`src/rtl/hyperbus_w2phy.sv`:
```
// AXI W beat to PHY TX word packer: merges narrow/unaligned beats into 2*NumPhys-byte words.
// Optional W-last consistency check enabled by defining HYPERBUS_W2PHY_LAST_CHECK_EN.
module hyperbus_w2phy #(
    parameter int unsigned AxiDataWidth = 64,
    parameter int unsigned NumPhys      = 2,
    parameter int unsigned BurstLength  = 8,
    parameter int unsigned AddrWidth    = $clog2(AxiDataWidth / 8)
) (
    input  logic                        clk_i,
    input  logic                        rst_ni,
    input  logic [2:0]                  size,
    input  logic                        is_a_write,
    input  logic                        trans_handshake,
    input  logic [AddrWidth-1:0]        start_addr,
    input  logic [BurstLength-1:0]      burst_len,
    input  logic                        axi_valid_i,
    output logic                        axi_ready_o,
    input  logic [AxiDataWidth-1:0]     axi_data_i,
    input  logic [AxiDataWidth/8-1:0]   axi_strb_i,
    input  logic                        axi_last_i,
    output logic                        phy_valid_o,
    input  logic                        phy_ready_i,
    output logic [16*NumPhys-1:0]       data_o,
    output logic [2*NumPhys-1:0]        strb_o,
    output logic                        last_o,
    output logic                        error_o
);

    localparam int unsigned PhyBytes = 2 * NumPhys;
    localparam logic [BurstLength-1:0] PhyBytesL = BurstLength'(PhyBytes);
    localparam logic [BurstLength-1:0] PhyMask   = ~(PhyBytesL - BurstLength'(1));

    typedef enum logic [1:0] {StIdle, StAccept, StMerge, StEmit} state_e;

    state_e                      r_state;
    logic [2:0]                  r_size;
    logic [BurstLength-1:0]      r_axi_addr;
    logic [BurstLength-1:0]      r_phy_base;
    logic [BurstLength-1:0]      r_beat_cnt;
    logic [BurstLength-1:0]      r_burst_len;
    logic [AxiDataWidth-1:0]     r_beat_data;
    logic [AxiDataWidth/8-1:0]   r_beat_strb;
    logic [16*NumPhys-1:0]       r_asm_data;
    logic [2*NumPhys-1:0]        r_asm_strb;
    logic                        r_axi_ready;
    logic                        r_phy_valid;
    logic                        r_last;

    logic [BurstLength-1:0]      w_start;
    logic [BurstLength-1:0]      w_beat_bytes;
    logic [BurstLength-1:0]      w_hi;
    logic [BurstLength-1:0]      w_span;
    logic [BurstLength-1:0]      w_dist;
    logic                        w_final;
    logic                        w_remain;
    logic [BurstLength-1:0]      w_byte_addr;
    logic [BurstLength-1:0]      w_byte_off;
    logic [AddrWidth-1:0]        w_lane;
    logic [16*NumPhys-1:0]       w_merge_data;
    logic [2*NumPhys-1:0]        w_merge_strb;

    assign w_start      = BurstLength'(start_addr);
    assign w_beat_bytes = BurstLength'(1) << r_size;
    assign w_hi         = (r_axi_addr & ~(w_beat_bytes - BurstLength'(1))) + w_beat_bytes;
    assign w_span       = w_hi - r_axi_addr;
    // Distances are taken modulo 2^BurstLength so a burst ending at the wrap point still frames.
    assign w_dist       = w_hi - r_phy_base;
    assign w_final      = (r_beat_cnt == r_burst_len);
    assign w_remain     = (w_dist > PhyBytesL);

    always_comb begin
        w_merge_data = r_asm_data;
        w_merge_strb = r_asm_strb;
        w_byte_addr  = '0;
        w_byte_off   = '0;
        w_lane       = '0;
        for (int k = 0; k < PhyBytes; k++) begin
            w_byte_addr = r_phy_base + BurstLength'(k);
            w_byte_off  = w_byte_addr - r_axi_addr;
            w_lane      = w_byte_addr[AddrWidth-1:0];
            if (w_byte_off < w_span) begin
                w_merge_data[8*k +: 8] = r_beat_data[8*w_lane +: 8];
                w_merge_strb[k]        = r_beat_strb[w_lane];
            end
        end
    end

    always_ff @(posedge clk_i or negedge rst_ni) begin
        if (!rst_ni) begin
            r_state     <= StIdle;
            r_size      <= '0;
            r_axi_addr  <= '0;
            r_phy_base  <= '0;
            r_beat_cnt  <= '0;
            r_burst_len <= '0;
            r_beat_data <= '0;
            r_beat_strb <= '0;
            r_asm_data  <= '0;
            r_asm_strb  <= '0;
            r_axi_ready <= 1'b0;
            r_phy_valid <= 1'b0;
            r_last      <= 1'b0;
        end else begin
            unique case (r_state)
                StIdle: begin
                    if (trans_handshake && is_a_write) begin
                        r_size      <= size;
                        r_axi_addr  <= w_start;
                        r_phy_base  <= w_start & PhyMask;
                        r_burst_len <= burst_len;
                        r_beat_cnt  <= '0;
                        r_asm_data  <= '0;
                        r_asm_strb  <= '0;
                        r_axi_ready <= 1'b1;
                        r_state     <= StAccept;
                    end
                end
                StAccept: begin
                    if (axi_valid_i) begin
                        r_beat_data <= axi_data_i;
                        r_beat_strb <= axi_strb_i;
                        r_axi_ready <= 1'b0;
                        r_state     <= StMerge;
                    end
                end
                StMerge: begin
                    r_asm_data <= w_merge_data;
                    r_asm_strb <= w_merge_strb;
                    if (w_dist >= PhyBytesL || w_final) begin
                        r_phy_valid <= 1'b1;
                        r_last      <= w_final && !w_remain;
                        r_state     <= StEmit;
                    end else begin
                        r_axi_addr  <= w_hi;
                        r_beat_cnt  <= r_beat_cnt + BurstLength'(1);
                        r_axi_ready <= 1'b1;
                        r_state     <= StAccept;
                    end
                end
                StEmit: begin
                    if (phy_ready_i) begin
                        r_phy_valid <= 1'b0;
                        r_last      <= 1'b0;
                        r_phy_base  <= r_phy_base + PhyBytesL;
                        r_asm_data  <= '0;
                        r_asm_strb  <= '0;
                        if (w_remain) begin
                            r_state <= StMerge;
                        end else if (w_final) begin
                            r_state <= StIdle;
                        end else begin
                            r_axi_addr  <= w_hi;
                            r_beat_cnt  <= r_beat_cnt + BurstLength'(1);
                            r_axi_ready <= 1'b1;
                            r_state     <= StAccept;
                        end
                    end
                end
                default: r_state <= StIdle;
            endcase
        end
    end

    assign axi_ready_o = r_axi_ready;
    assign phy_valid_o = r_phy_valid;
    assign data_o      = r_asm_data;
    assign strb_o      = r_asm_strb;
    assign last_o      = r_last;

`ifdef HYPERBUS_W2PHY_LAST_CHECK_EN
    logic r_error;

    always_ff @(posedge clk_i or negedge rst_ni) begin
        if (!rst_ni) begin
            r_error <= 1'b0;
        end else begin
            r_error <= (r_state == StAccept) && axi_valid_i && (axi_last_i != w_final);
        end
    end

    assign error_o = r_error;
`else
    logic w_unused;
    assign w_unused = axi_last_i;
    assign error_o  = 1'b0;
`endif

endmodule
```
`config.mk`:
```
export PLATFORM = sky130hd
export DESIGN_NAME = hyperbus_w2phy
export DESIGN_NICKNAME = d
export VERILOG_FILES = /design/src/rtl/hyperbus_w2phy.sv
export SDC_FILE = /design/constraint.sdc
export NUM_CORES = 1
export LEC_CHECK = 0
export CORE_ASPECT_RATIO = 1.1
export CORE_MARGIN = 4
export CORE_UTILIZATION = 59
export DETAILED_ROUTE_END_ITERATION = 10
export PLACE_DENSITY_LB_ADDON = 0.12
export RECOVER_POWER = 100
export SYNTH_ARGS = -nofsm -noshare
export SYNTH_HDL_FRONTEND = slang
export SYNTH_SLANG_ARGS = --single-unit
```
`constraint.sdc`:
```
create_clock -name clk_i -period 10.2 [get_ports clk_i]
set_input_delay 2.04 -clock clk_i [delete_from_list [all_inputs] [get_ports clk_i]]
set_output_delay 2.04 -clock clk_i [all_outputs]
set_load 0.02 [all_outputs]
```
Word level (Yosys, flattened, before mapping). Cells that the tools add are included. W data, S select, Z words.

Register bits: 148. Bits in latches: 0. RAM bits: 0. Bits in read-only memories: 0. Input bits: 93. Output and inout port bits: 40. Logic and storage cells: 139. Memories kept: 0.

$add $sub $neg: 13. Multiply operators: 0. Divide/modulo/power cells: 0. Magnitude comparators: 10. Eq/ne operators: 15. Shift operators: 5. Multiplexer cells: 56. Bitwise gates (word level): 2. Reduce and logical (&&, ||, !) cells: 19.

Operators with widths (number): $shiftx A64 B7 Y8 (4); $mux W8 (16); $pmux W32 S3 (1); $mux W32 (2); $pmux W8 S3 (2); $sub A8 B8 Y8 (6); $lt A8 B8 Y1 (4); $ne A2 B2 Y1 const B (11); $mux W1 (18); $add A8 B1 Y8 const B (2); $add A8 B2 Y8 const B (2); $lt A3 B4 Y1 const B (4); $pmux W8 S2 (1); $reduce_and A4 Y1 (4); $bmux W1 S3 (4); $pmux W4 S3 (1); $reduce_and A6 Y1 (2); $mux W2 (5); $reduce_and A3 Y1 (3); $add A8 B3 Y8 const B (1); $add A8 B8 Y8 (1); $and A8 B8 Y8 (1); $eq A8 B8 Y1 (1); $ge A8 B3 Y1 const B (1); 17 further kinds (23).

Longest topological paths before layout.
Word-level depth: 11. Gate-level depth with buffers: 23. Gate-level depth less buffers: 21.

Worst setup path after synthesis. Ideal clock, no wire load.

Path kind: register -> register. From: register r_size[0]. To: register r_asm_data[10] (netlist: data_o[10]). Library setup time: 0.081 ns. Arrival time: 4.932 ns. Data required time: 10.119 ns. Path slack: 5.187 ns. Stages on the path, launching flop included: 21. Buffers on the path: 1. Clock period less this slack: 5.013 ns. Cells stage by stage: dfrtp_1 -> clkbuf_1 -> or3_1 -> ha_1 -> mux2_2 -> a32oi_1 -> nor2_1 -> xnor2_1 -> ha_1 -> inv_1 -> a21oi_1 -> o21ai_0 -> nand2b_1 -> a21o_1 -> a21oi_1 -> xnor2_1 -> xnor2_1 -> ha_1 -> a2111oi_0 -> a2111oi_1 -> o2bb2ai_1.

Word-level cells in the longest chain between the ends: 9.

RTL lines: start: declaration (RTL line 36) `logic [2:0] r_size;`; start signal: assignment (RTL line 107) `r_size <= size;`; $shl A1 B3 Y8 (*) (RTL line 63) `assign w_beat_bytes = BurstLength'(1) << r_size;`; $sub A8 B1 Y8 (RTL line 64) `assign w_hi = (r_axi_addr & ~(w_beat_bytes - BurstLength'(1))) + w_beat_bytes;`; $not A8 Y8 (RTL line 64); $and A8 B8 Y8 (RTL line 64); $add A8 B8 Y8 (*) (RTL line 64); $sub A8 B8 Y8 (*) (RTL line 65) `assign w_span = w_hi - r_axi_addr;`; $lt A8 B8 Y1 (*) (RTL line 81) `if (w_byte_off < w_span) begin`; $ne A2 B2 Y1 (no line) (*); $reduce_and A4 Y1 (no line) (*); end signal: assignment (RTL line 127) `r_asm_data <= w_merge_data;`; end: declaration (RTL line 43) `logic [16*NumPhys-1:0] r_asm_data;`.

Mark *: on every way between the ends. The rest lies on a longest branch, timed or not. A chain may end at the register's enable or synchronous reset.

Worst setup path in the final report.
From: register r_size[2]. To: register r_beat_cnt[4].

Word-level cells in the longest chain between the ends: 10. Elaborated cells between the ends (all ways): 12. Classes of those cells: add/sub: 3; order compare: 2; eq/ne: 2; shift: 1; bitwise: 2; reduce/logical: 2.

RTL lines: $shl A1 B3 Y8 (*) (RTL line 63); $sub A8 B1 Y8 (RTL line 64); $not A8 Y8 (RTL line 64); $and A8 B8 Y8 (RTL line 64); $add A8 B8 Y8 (*) (RTL line 64); $sub A8 B8 Y8 (*) (RTL line 67) `assign w_dist = w_hi - r_phy_base;`; $ge A8 B3 Y1 (RTL line 129) `if (w_dist >= PhyBytesL || w_final) begin`; $logic_or A1 B1 Y1 (RTL line 129); $ne A2 B2 Y1 (no line); $reduce_and A6 Y1 (no line) (*); end signal: assignment (RTL line 135) `r_beat_cnt <= r_beat_cnt + BurstLength'(1);`; end signal: assignment (RTL line 153) `r_beat_cnt <= r_beat_cnt + BurstLength'(1);`; end: declaration (RTL line 39) `logic [BurstLength-1:0] r_beat_cnt;`.

Marks and branches as above.

==> results.py <==
metrics = {
    "drt": {
        "drt_first_pass_iters": 5,
        "drtIter0Drc": 431,
        "wl_per_cell_um": 18.88,
        "drtAntennaViolNets": 0,
        "wl_um": 21730,
        "avgViaCountPerCell": 5.892,
        "vias": 6782,
        "route.detailed.drc": 0,
    },
    "logic_synthesis": {
        "avgSynthCellArea_um2": 10.44,
        "ys_seq_area_share_pct": 42.17,
        "synth_cell_types": 63,
        "synth_edf_count": 0,
        "ys_ff_latch": 146,
        "synthArstFlopShare_pct": 100.0,
        "netlist_area_mm2": 0.008665,
        "synth_warnings": 0,
        "syn_inst": 830,
        "synth_ff_type": "dfrtp_1",
    },
    "floorplanning": {
        "die_h_um": 135.1,
        "ios": 133,
        "initial_core_util_pct": 60.22,
        "rows": 46,
        "fp.dieArea_mm2": 0.01669,
        "die_w_um": 123.5,
        "core-area_mm2": 0.01439,
    },
    "global_routing": {
        "grt_first_pass_wirelength_um": 35480,
        "grt_pass1_vias": 7206,
        "gr-usage-met3_pct": 7.080,
        "grt_max_degree": 87,
        "grtUsageMet1_pct": 32.70,
        "top_usage_layer": "met2",
        "globalRouteMet2Util_pct": 46.39,
        "overflow": 0,
        "grt.total_usage_pct": 27.05,
        "antenna_found_initial": 1,
    },
    "place": {
        "place_hpwl_um": 15350,
        "place_ws_ns": 3.994,
        "io_buffers": 130,
        "gp_congestion": 0.8655,
    },
    "worst_setup_path": {
        "crit_fanout": 14,
        "worstPathArrival_ns": 6.95,
        "required_ns": 10.51,
        "worst_setup_path_end_kind": "flop",
        "crit_type": "reg2reg",
        "start_kind": "flop",
    },
    "sta": {
        "setup_violations": 0,
        "tightest_slew_ns": 4.574,
        "fin_crit_sh_pct": 65.08,
        "setup_ws_ns": 3.562,
        "whs_ns": 0.4845,
        "finalHoldViolCount": 0,
        "worst_clock_skew_ns": 0.01292,
        "fmax_mhz": 150.6,
        "maxSlewHeadroom_pct": -204.9,
        "tns_ns": 0,
        "drv_slew": 160,
        "rsz0062_at_grt": "no",
        "min_period_ns": 6.638,
    },
    "clocking": {
        "clk_path_buf_depth": 2,
        "cts-root-buf": "clkbuf_16",
        "post-cts-setup-buffer-count": 0,
        "cts_inserted_buffers": 17,
        "clkTransAtPathRegs_ns": 0.06,
        "htree_levels": 4,
        "cts_tree": "built",
        "clk_latency_ns": 0.42,
        "ctsHoldBuffers": 0,
        "cts_resized": 0,
        "cts.sinks": 146,
    },
    "job": {
        "maxCapViolCount": 2,
    },
    "layout": {
        "fin_nets": 1104,
        "n_fill_cell": 1005,
        "drive_above_1_share_pct": 12.21,
        "layout_common_cells": "dfrtp_1, clkdlybuf4s50_1, nand2_1, mux2_2, ha_1",
        "area_growth_pct": 23.36,
        "layout_commonest_cell": "dfrtp_1",
    },
    "run_status": {
        "failed_checks": "max-capacitance violations, max-slew violations",
        "status": "complete, but fails checks",
    },
    "worst_hold_path": {
        "hold_path.class": "reg2reg",
    },
}
stage by stage:
step,instance area [um2],utilization (%),std cells
finish,10690,74.29,1151
global route,10690,74.29,1151
CTS,10730,74.54,1150
detailed placement,10120,70.35,1118
global placement,10120,70.35,1118
floorplan,8668,-,831
path summary, 6_finish.rpt:
kind	startpoint	endpoint	slack, ns	depth (start not counted)
min in group asynchronous	rst_ni	r_axi_addr[1]	3.24	1
worst max register to register	r_size[2]	r_beat_cnt[4]	3.56	20
worst min-delay path	strb_o[1]	strb_o[1]	0.48	1
worst max-delay path	r_size[2]	r_beat_cnt[4]	3.56	20
max in group asynchronous	rst_ni	r_phy_base[2]	4.03	1
worst min register to register	strb_o[1]	strb_o[1]	0.48	1
routing by layer:
metal / part of all wire [%] / vias to the layer above
li1: - / 3198
met1: 40 / 3325
met2: 52 / 223
met3: 6.1 / 36
met4: 1.8 / 0
met5: 0 / -
kinds of logic (layout without fill, tap and decap cells):
logic type | Yosys count | in the layout | share of synthesized area (%)
AO/OA/AOI/OAI | 174 | 174 | 14.22
XOR/XNOR | 49 | 49 | 4.953
adder cells (fa/ha/maj) | 66 | 66 | 9.704
buffers and inverters | 76 | 203 | 3.379
flip-flops | 146 | 146 | 42.17
multiplexers | 115 | 115 | 14.34
other | 2 | 4 | 0.08667
AND/OR/NAND/NOR | 202 | 202 | 11.15
registers in the layout, indices dropped and copies added (netlist names):
| signal | cells |
|---|---|
| r_beat_cnt | 8 |
| r_beat_strb | 8 |
| r_axi_addr | 8 |
| r_state | 2 |
| last_o | 1 |
| r_size | 3 |
| data_o | 32 |
| r_burst_len | 8 |
| r_beat_data | 64 |
| axi_ready_o | 1 |
| strb_o | 4 |
| r_phy_base | 6 |
| phy_valid_o | 1 |
layout make-up:
cell class	count	area, um2	area share (%)
antenna	1	2.502	0.02341
clock buffer	21	450.4	4.214
clock inverter	11	152.6	1.428
inverter	34	127.6	1.194
multi-input combinational	609	4725	44.20
sequential	146	3655	34.19
tap	192	240.2	2.247
timing repair buffer	137	1336	12.50
critical path: stages, from the launching register on:
cell      delay (ns)
dfrtp_1         0.61
nor2_1          0.18
nand2_1         0.13
ha_1            0.32
inv_1           0.11
o21ai_0         0.50
o22ai_1         0.24
or2_2           0.36
o21ai_0         0.11
nand3_1         0.16
xor2_1          0.30
ha_1            0.32
inv_1           0.11
nor3_1          0.06
nor2_1          0.11
mux2i_1         0.09
nor4_1          1.09
nand2_1         0.30
o41ai_1         0.89
a21oi_1         0.20
a311oi_1        0.30
synth_stat cells (3+ instances only):
cell | number | area, um2
mux2i_1 | 42 | 420.4
inv_1 | 34 | 127.6
clkbuf_1 | 39 | 146.4
a21o_1 | 9 | 67.56
a31oi_1 | 4 | 25.02
nand3_1 | 14 | 70.07
nor2b_1 | 11 | 68.82
or3_1 | 4 | 25.02
xor2_1 | 13 | 113.9
o22ai_1 | 5 | 31.28
o21ai_1 | 6 | 30.03
o21a_1 | 6 | 45.04
nand2_1 | 77 | 289.0
nor2_1 | 50 | 187.7
nand2b_1 | 12 | 75.07
dfrtp_1 | 146 | 3654
nand4_1 | 9 | 56.30
a21oi_1 | 42 | 210.2
mux2_2 | 73 | 822.0
ha_1 | 64 | 800.8
o2bb2ai_1 | 36 | 315.3
nor3_1 | 8 | 40.04
o21bai_1 | 12 | 90.09
xnor2_1 | 36 | 315.3
o221ai_1 | 3 | 26.28
o21ai_0 | 22 | 110.1
Power is not shown: default switching activity piles up to over one toggle a cycle in this logic, so the estimate is an artifact.
